--- src/rtl/load_store_unit_pkg.sv ---
// Shared types for the rv32I data-memory port: width codes, FSM states and the memory command payload.
package load_store_unit_pkg;

   localparam int unsigned XLEN = 32;
   localparam int unsigned BE_W = XLEN / 8;

   typedef enum logic [2:0] {
      LB  = 3'b000,
      LH  = 3'b001,
      LW  = 3'b010,
      LBU = 3'b100,
      LHU = 3'b101
   } ls_width_t;

   typedef enum logic [1:0] {
      IDLE,
      REQ,
      WAIT,
      RESP
   } lsu_state_t;

   typedef struct packed {
      logic            we;
      logic [XLEN-1:0] addr;
      logic [BE_W-1:0] be;
      logic [XLEN-1:0] wdata;
   } mem_cmd_t;

   // Stores only have byte/half/word codes; the unsigned codes exist for loads only.
   function automatic logic f3_legal(input logic we, input logic [2:0] f3);
      case (f3)
         3'b000, 3'b001, 3'b010: return 1'b1;
         3'b100, 3'b101:         return !we;
         default:                return 1'b0;
      endcase
   endfunction

endpackage

--- src/rtl/lsu_align.sv ---
// Lane steering for the load/store unit: byte enables, store replication,
// load extraction with sign/zero extension, and alignment/legality checks.
module lsu_align
   import load_store_unit_pkg::*;
(
   input  logic            we,
   input  logic [2:0]      funct3,
   input  logic [1:0]      addr_lo,
   input  logic [XLEN-1:0] wdata,
   input  logic [XLEN-1:0] rdata,
   output logic [BE_W-1:0] be_c,
   output logic [XLEN-1:0] wdata_c,
   output logic [XLEN-1:0] rdata_c,
   output logic            misalign_c,
   output logic            illegal_c
);

   logic [XLEN-1:0] lane;

   assign lane = rdata >> {addr_lo, 3'b000};

   always_comb begin
      be_c       = '0;
      wdata_c    = wdata;
      rdata_c    = lane;
      misalign_c = 1'b0;
      illegal_c  = !f3_legal(we, funct3);
      // funct3[2] distinguishes the zero-extending variants
      case (funct3)
         LB, LBU: begin
            be_c    = 4'b0001 << addr_lo;
            wdata_c = {4{wdata[7:0]}};
            rdata_c = {{24{lane[7] & ~funct3[2]}}, lane[7:0]};
         end
         LH, LHU: begin
            misalign_c = addr_lo[0];
            be_c       = 4'b0011 << addr_lo;
            wdata_c    = {2{wdata[15:0]}};
            rdata_c    = {{16{lane[15] & ~funct3[2]}}, lane[15:0]};
         end
         LW: begin
            misalign_c = (addr_lo != 2'b00);
            be_c       = 4'b1111;
         end
         default: ;
      endcase
   end

endmodule

--- src/rtl/load_store_unit.sv ---
// Data-memory port of the rv32I core: accepts one LOAD/STORE from execute and runs
// it over a req/gnt/rvalid word-addressed memory interface with a timeout.
module load_store_unit
   import load_store_unit_pkg::*;
#(
   parameter int unsigned TIMEOUT_CYCLES = 255,
   parameter int unsigned CNT_W          = 8
) (
   input  logic            clk,
   input  logic            rst_n,
   input  logic            req_valid,
   output logic            req_ready,
   input  logic            req_we,
   input  logic [2:0]      req_funct3,
   input  logic [XLEN-1:0] req_addr,
   input  logic [XLEN-1:0] req_wdata,
   output logic            resp_valid,
   output logic [XLEN-1:0] resp_rdata,
   output logic            resp_err,
   output logic            mem_req,
   output logic            mem_we,
   output logic [XLEN-1:0] mem_addr,
   output logic [BE_W-1:0] mem_be,
   output logic [XLEN-1:0] mem_wdata,
   input  logic            mem_gnt,
   input  logic            mem_rvalid,
   input  logic [XLEN-1:0] mem_rdata
);

   lsu_state_t      state_q, state_d;
   logic [CNT_W-1:0] cnt_q, cnt_d;
   mem_cmd_t        cmd_q, cmd_d;
   logic [2:0]      f3_q, f3_d;
   logic [1:0]      lo_q, lo_d;
   logic [XLEN-1:0] rdata_d;
   logic            err_d;
   logic            timeout;

   logic            al_we;
   logic [2:0]      al_f3;
   logic [1:0]      al_lo;
   logic [BE_W-1:0] al_be;
   logic [XLEN-1:0] al_wdata;
   logic [XLEN-1:0] al_rdata;
   logic            al_misalign;
   logic            al_illegal;

   // Aligner sees the live request while idle, the captured one afterwards
   assign al_we = (state_q == IDLE) ? req_we         : cmd_q.we;
   assign al_f3 = (state_q == IDLE) ? req_funct3     : f3_q;
   assign al_lo = (state_q == IDLE) ? req_addr[1:0]  : lo_q;

   lsu_align u_align (
      .we         (al_we),
      .funct3     (al_f3),
      .addr_lo    (al_lo),
      .wdata      (req_wdata),
      .rdata      (mem_rdata),
      .be_c       (al_be),
      .wdata_c    (al_wdata),
      .rdata_c    (al_rdata),
      .misalign_c (al_misalign),
      .illegal_c  (al_illegal)
   );

   assign timeout   = (cnt_q == CNT_W'(TIMEOUT_CYCLES - 1));
   assign mem_we    = cmd_q.we;
   assign mem_addr  = cmd_q.addr;
   assign mem_be    = cmd_q.be;
   assign mem_wdata = cmd_q.wdata;

   always_comb begin
      state_d = state_q;
      cnt_d   = cnt_q;
      cmd_d   = cmd_q;
      f3_d    = f3_q;
      lo_d    = lo_q;
      rdata_d = resp_rdata;
      err_d   = resp_err;
      case (state_q)
         IDLE: begin
            if (req_valid && req_ready) begin
               f3_d = req_funct3;
               lo_d = req_addr[1:0];
               if (al_illegal || al_misalign) begin
                  state_d = RESP;
                  err_d   = 1'b1;
                  rdata_d = '0;
               end else begin
                  state_d = REQ;
                  cnt_d   = '0;
                  cmd_d   = '{we: req_we, addr: {req_addr[XLEN-1:2], 2'b00},
                              be: al_be, wdata: al_wdata};
               end
            end
         end
         REQ: begin
            // grant and data in the same cycle completes the access directly
            if (mem_gnt && mem_rvalid) begin
               state_d = RESP;
               err_d   = 1'b0;
               rdata_d = cmd_q.we ? '0 : al_rdata;
            end else if (mem_gnt) begin
               state_d = WAIT;
               cnt_d   = '0;
            end else if (timeout) begin
               state_d = RESP;
               err_d   = 1'b1;
               rdata_d = '0;
            end else begin
               cnt_d = cnt_q + CNT_W'(1);
            end
         end
         WAIT: begin
            if (mem_rvalid) begin
               state_d = RESP;
               err_d   = 1'b0;
               rdata_d = cmd_q.we ? '0 : al_rdata;
            end else if (timeout) begin
               state_d = RESP;
               err_d   = 1'b1;
               rdata_d = '0;
            end else begin
               cnt_d = cnt_q + CNT_W'(1);
            end
         end
         RESP: state_d = IDLE;
         default: state_d = IDLE;
      endcase
   end

   always_ff @(posedge clk or negedge rst_n) begin
      if (!rst_n) begin
         state_q    <= IDLE;
         cnt_q      <= '0;
         cmd_q      <= '0;
         f3_q       <= '0;
         lo_q       <= '0;
         req_ready  <= 1'b1;
         resp_valid <= 1'b0;
         resp_rdata <= '0;
         resp_err   <= 1'b0;
         mem_req    <= 1'b0;
      end else begin
         state_q    <= state_d;
         cnt_q      <= cnt_d;
         cmd_q      <= cmd_d;
         f3_q       <= f3_d;
         lo_q       <= lo_d;
         req_ready  <= (state_d == IDLE);
         resp_valid <= (state_d == RESP);
         resp_rdata <= rdata_d;
         resp_err   <= err_d;
         mem_req    <= (state_d == REQ);
      end
   end

endmodule

--- config.mk ---
export PLATFORM = sky130hd
export DESIGN_NAME = load_store_unit
export DESIGN_NICKNAME = d
export VERILOG_FILES = /design/src/rtl/load_store_unit_pkg.sv /design/src/rtl/lsu_align.sv /design/src/rtl/load_store_unit.sv
export SDC_FILE = /design/constraint.sdc
export NUM_CORES = 1
export LEC_CHECK = 0
export CAP_MARGIN = 0
export CORE_MARGIN = 5
export CORE_UTILIZATION = 40
export CTS_CLUSTER_DIAMETER = 30
export DETAILED_ROUTE_END_ITERATION = 8
export GPL_ROUTABILITY_DRIVEN = 0
export PLACE_DENSITY = 0.68
export RECOVER_POWER = 50
export SETUP_SLACK_MARGIN = 0.15
export SLEW_MARGIN = 10
export SYNTH_ARGS = -nofsm -noshare
export SYNTH_HDL_FRONTEND = slang
export SYNTH_SLANG_ARGS = --single-unit
--- constraint.sdc ---
create_clock -name clk -period 2.77 [get_ports clk]
set_input_delay 0.554 -clock clk [delete_from_list [all_inputs] [get_ports clk]]
set_output_delay 0.554 -clock clk [all_outputs]
set_load 0.01 [all_outputs]
==> qor.csv, run 1 <==
metric,value,unit
final_util,60.8,%
syn_area,0.00609,mm²
cts.sinks,118,
yosysWarnings,0,
powerDensity,1200,mW/mm²
cp.required,3.08,ns
power,11.0,mW
htreeDepth,4,
max_slew_margin,22.3,%
numPortBuffers,207,
grt_setup_unrepaired,yes,
fin_crit_sh,90.2,%
worst_path_max_delay_cell,or4_1,
first_global_vias,5743,
fillCellCount,1232,
clockBufferDepth,2,
die_area,0.0178,mm²
synthFlopType,dfrtp_1,
crit_arrival,2.81,ns
crit_chain,"inv_1, ha_4, buf_4, a21boi_0, a211oi_2, nand2_1, or4_1, buf_6, o31ai_1",
place_ws,-0.0274,ns
fin_ws,0.272,ns
synth_commonest_cells,"dfrtp_1, nand2_1, mux2_1, a21oi_1, o21ai_0",
cp-end-kind,register,
hp-class,register to register,
antenna_cells,0,
grt_usage,21.5,%
globalRouteOverflowTotal,0,
tns,0,ns
grt_max_degree,85,
io_pins,210,
fin_area,0.00917,mm²
rows,45,
drt_iter0_drc,465,
synth-seq-area-share,48.5,%
finalMaxSlewViolations,0,
irDropWorstVdd,0.000603,V
yosysMostFrequentCell,dfrtp_1,
finalSetupViolCount,0,
clk_pin_slew_worst_paths,0.05,ns
die_h,133,µm
drv_cap,0,
crit_type,register to register,
die_w,133,µm
finalCriticalPeriod,2.50,ns
worstSkewPairLatency,0.42,ns
syn_area_per_cell,10.9,µm²
synth_top_area_cell,dfrtp_1,
drt.antenna.violating_nets,0,
cts_inserted_buffers,17,
status,"complete, no violations",
cts_tree,done,
drc,0,
fin_cells,992,
ys_ff_latch,118,
hpwlAfterDp,14.1,mm
via_per_inst,5.54,
whs,0.480,ns
placed_cells,958,
fin_nets,902,
area_growth,50.6,%
cp_slowest_stage_delay,0.45,ns
grt_pass1_wl,30.5,mm
cp_max_fo,24,
cts-root-buf,clkbuf_16,
postRouteWirelength,18.9,mm
start_kind,register,
netlist_top_cells_area,"dfrtp_1, mux2_1, nand2_1",
vias,5495,
ys_types,62,
synth_edf_count,0,
max_freq,0.400,GHz
syn_inst,557,
synth_top_area_share,48.0,%
finalHoldViolCount,0,
synth-async-reset-ratio,100,%
tightestPinTransition,1.16,ns
routedWlPerCell,19.0,µm
start_util,40.4,%
firstDrtPassIters,5,
dpl_cell_area,0.00852,mm²
coreArea,0.0151,mm²
grt_antenna_before_repair,0,
layout-drive-gt1-share,14.2,%
skew,0.0124,ns
p_leak,4.07,nW
## power by group
part           internal (mW)  switching [mW]
clock network           1.46           0.851
registers               2.45           0.462
logic                   2.82            2.97
total                   6.74            4.28
## kinds of logic (layout without fill, tap and decap cells)
logic type | Yosys count | after routing | share of synthesized area, %
AND/OR/NAND/NOR | 130 | 130 | 9.86
adder cells (fa/ha/maj) | 6 | 6 | 1.23
flip-flops | 118 | 118 | 48.5
multiplexers | 97 | 97 | 17.6
other | 1 | 2 | 0.0615
AO/OA/AOI/OAI | 165 | 165 | 18.4
buffers and inverters | 40 | 286 | 4.46
## cells in the final DEF, fill, tap and decap left out, types with 10 or more instances in the layout
cell	instances
o21ai_0	36
o31ai_1	18
clkdlybuf4s50_1	160
clkbuf_16	17
mux2i_1	21
mux2_1	50
a41oi_1	10
mux2_2	22
dlygate4sd3_1	47
buf_4	30
dfrtp_1	117
nor2_1	12
a21oi_1	48
nand2_1	81
## state kept, by name, indices dropped and copies added, names as in the netlist
register and cells:
mem_wdata 32, resp_rdata 32, mem_addr 30, cnt_q 8
mem_be 4, f3_q 3, lo_q 2, state_q 2
mem_req 1, mem_we 1, req_ready 1, resp_err 1
resp_valid 1
## area by class of cell
class | instances | area (µm²) | area share (%)
sequential | 118 | 2950 | 32.2
multi-input combinational | 400 | 2900 | 31.6
timing repair buffer | 247 | 2430 | 26.5
clock buffer | 18 | 439 | 4.79
tap | 188 | 235 | 2.56
clock inverter | 14 | 189 | 2.06
inverter | 7 | 26.3 | 0.286
## worst paths after layout
| kind | startpoint | to | slack (ns) | cells after the start |
|---|---|---|---|---|
| worst max-delay path | state_q[1] | resp_rdata[17] | 0.27 | 9 |
| worst min-delay path | resp_rdata[16] | resp_rdata[16] | 0.48 | 2 |
| worst max register to register | state_q[1] | resp_rdata[17] | 0.27 | 9 |
| worst min register to register | resp_rdata[16] | resp_rdata[16] | 0.48 | 2 |
| max in group asynchronous | rst_n | state_q[0] | 0.51 | 3 |
| min in group asynchronous | rst_n | resp_rdata[28] | 0.64 | 2 |
## per-layer routing
layer	GRT usage [%]	wire, µm	up-vias
met1	25.9	7440	2687
met5	0	0	-
met3	6.61	1520	36
met2	36.4	9450	239
met4	7.77	478	0
li1	-	-	2533
## critical path: cells and delay by family (launching register included)
kind                     cells  cell delay [ns]
AO/OA/AOI/OAI                3             0.70
adder cells (fa/ha/maj)      1             0.23
buffers and inverters        3             0.50
flip-flops                   1             0.38
AND/OR/NAND/NOR              2             0.57
## timing repair
| action | in CTS | in global routing |
|---|---|---|
| hold endpoints to repair | 8 | 0 |
| pin swaps | 0 | 1 |
| setup buffers | 0 | 1 |
| resized for setup | 1 | 4 |
| hold buffers | 1 | 0 |
| setup endpoints to repair | 25 | 26 |
(Power assumes the default switching activity.)
==> inputs of run 2 (changes only) <==
CORE_MARGIN = 2   (was 5)
==> qor.csv, run 2 (synthesis results as in run 1) <==
metric,value,unit,change
drt_iter0_drc,445,,-4.3%
power,11.5,mW,+4.4%
io_pins,210,,unchanged
switching_power,4.30,mW,+0.37%
die_w,127,µm,-4.5%
mostFrequentLayoutCells,"clkdlybuf4s50_1, dfrtp_1, nand2_1, mux2_1, a21oi_1",,
dpl_cell_area,0.00847,mm²,-0.65%
intPower,7.21,mW,+7.0%
final_common_cell,clkdlybuf4s50_1,,
finalCriticalPeriod,2.55,ns,+0.0510 ns
die_h,127,µm,-4.5%
irDropWorstVdd,0.000612,V,+1.6%
swShare,37.4,%,-1.5 points
routedWlPerCell,19.2,µm,+1.1%
hpwlAfterDp,13.8,mm,-2.8%
drt.antenna.violating_nets,0,,unchanged
grt_max_degree,45,,-47%
powerDensity,1240,mW/mm²,+3.4%
finalHoldViolCount,0,,unchanged
status,"complete, no violations",,
htreeDepth,4,,unchanged
clockBufferDepth,2,,unchanged
firstDrtPassIters,7,,+2
crit_arrival,2.86,ns,+0.05 ns
final_util,61.6,%,+0.80 points
cts-root-buf,clkbuf_16,,
drv_cap,0,,unchanged
area_growth,52.0,%,
cts.sinks,118,,unchanged
tightestPinTransition,1.29,ns,+0.126 ns
grt_antenna_before_repair,0,,unchanged
fin_area,0.00926,mm²,+0.94%
drc,0,,unchanged
globalRouteOverflowTotal,0,,unchanged
die_area,0.0162,mm²,-8.8%
cp-end-kind,register,,
postRouteWirelength,19.0,mm,+0.56%
tns,0,ns,unchanged
p_leak,4.10,nW,+0.93%
numPortBuffers,207,,unchanged
rows,45,,unchanged
hp-class,input pin to asynchronous set/reset pin,,
finalSetupViolCount,0,,unchanged
cts_tree,done,,
grt_pass1_wl,29.5,mm,-3.3%
max_freq,0.392,GHz,-2.0%
start_util,40.5,%,+0.15 points
clk_pin_slew_worst_paths,0.05,ns,about the same
whs,0.355,ns,-0.125 ns
pwr-share-seq,25.3,%,-1.1 points
cts_inserted_buffers,17,,unchanged
first_global_vias,5616,,-2.2%
cts_hold_buf,0,,-1
skew,0.00798,ns,-0.00444 ns
crit_type,register to register,,
multiInputGateArea,0.00292,mm²,+0.65%
cp.required,3.08,ns,about the same
grt_setup_unrepaired,no,,
combinationalPowerShare,50.2,%,-2.4 points
seqCellArea,0.00295,mm²,unchanged
fin_nets,897,,-0.55%
layout-drive-gt1-share,14.1,%,-0.036 points
grt_usage,23.3,%,+1.8 points
cp_max_fo,24,,unchanged
antenna_cells,0,,unchanged
vias,5553,,+1.1%
finalMaxSlewViolations,0,,unchanged
max_slew_margin,13.9,%,-8.4 points
via_per_inst,5.63,,+1.6%
start_kind,register,,
worstSkewPairLatency,0.42,ns,about the same
fin_crit_sh,92.0,%,+1.8 points
clkPwrFrac,24.5,%,+3.5 points
coreArea,0.0150,mm²,-0.37%
fillCellCount,1195,,-3.0%
[run 2: timing repair]
action                                  in CTS  in global routing
endpoints found under the setup margin       7                 18
buffers inserted                             0                  1
gates resized for setup                      1                 10
hold endpoints to repair                     0                  0
pin swaps                                    0                  3
[run 2: area by class of cell]
type,count,area share (%)
multi-input combinational,400,31.5
timing repair buffer,242,25.6
inverter,7,0.284
tap,188,2.54
sequential,118,31.9
clock buffer,19,4.89
clock inverter,13,3.22
[run 2: critical path, stage by stage, from the launching register on]
cell and delay (ns):
dfrtp_1 0.39, inv_1 0.09, ha_1 0.24, buf_4 0.20
and2b_2 0.23, a211oi_4 0.25, nand2_1 0.13, or4_4 0.45
buf_8 0.19, o31ai_1 0.28
[run 2: path summary, 6_finish.rpt]
kind | cells past startpoint | startpoint | slack (ns) | end
worst max-delay path | 9 | state_q[1] | 0.22 | resp_rdata[26]
max in group asynchronous | 2 | rst_n | 0.66 | mem_addr[7]
worst max register to register | 9 | state_q[1] | 0.22 | resp_rdata[26]
worst min-delay path | 1 | rst_n | 0.36 | mem_wdata[30]
worst min register to register | 2 | resp_rdata[25] | 0.48 | resp_rdata[25]
min in group clk | 2 | resp_rdata[25] | 0.48 | resp_rdata[25]
[run 2: routing by layer]
layer,vias up,wire length [µm],GRT usage [%]
met5,-,0,0
met3,46,1270,5.61
met4,0,746,10.6
li1,2518,-,-
met2,259,9610,39.4
met1,2730,7370,28.3
[run 2: per-stage QoR]
stage               instances  setup slack (ns)
finish                    987             0.221
global route              987             0.158
CTS                       986             0.167
detailed placement        954            -0.132
global placement          954            0.0430
floorplan                 558             0.483
[run 2: power groups by stage]
stage	Sequential, mW	Combinational [mW]	Clock, mW
floorplan	3.17	2.88	0
global placement	2.91	5.58	0
detailed placement	2.95	5.71	0
CTS	2.94	5.76	2.85
global route	3.01	6.20	2.92
finish	2.92	5.78	2.82
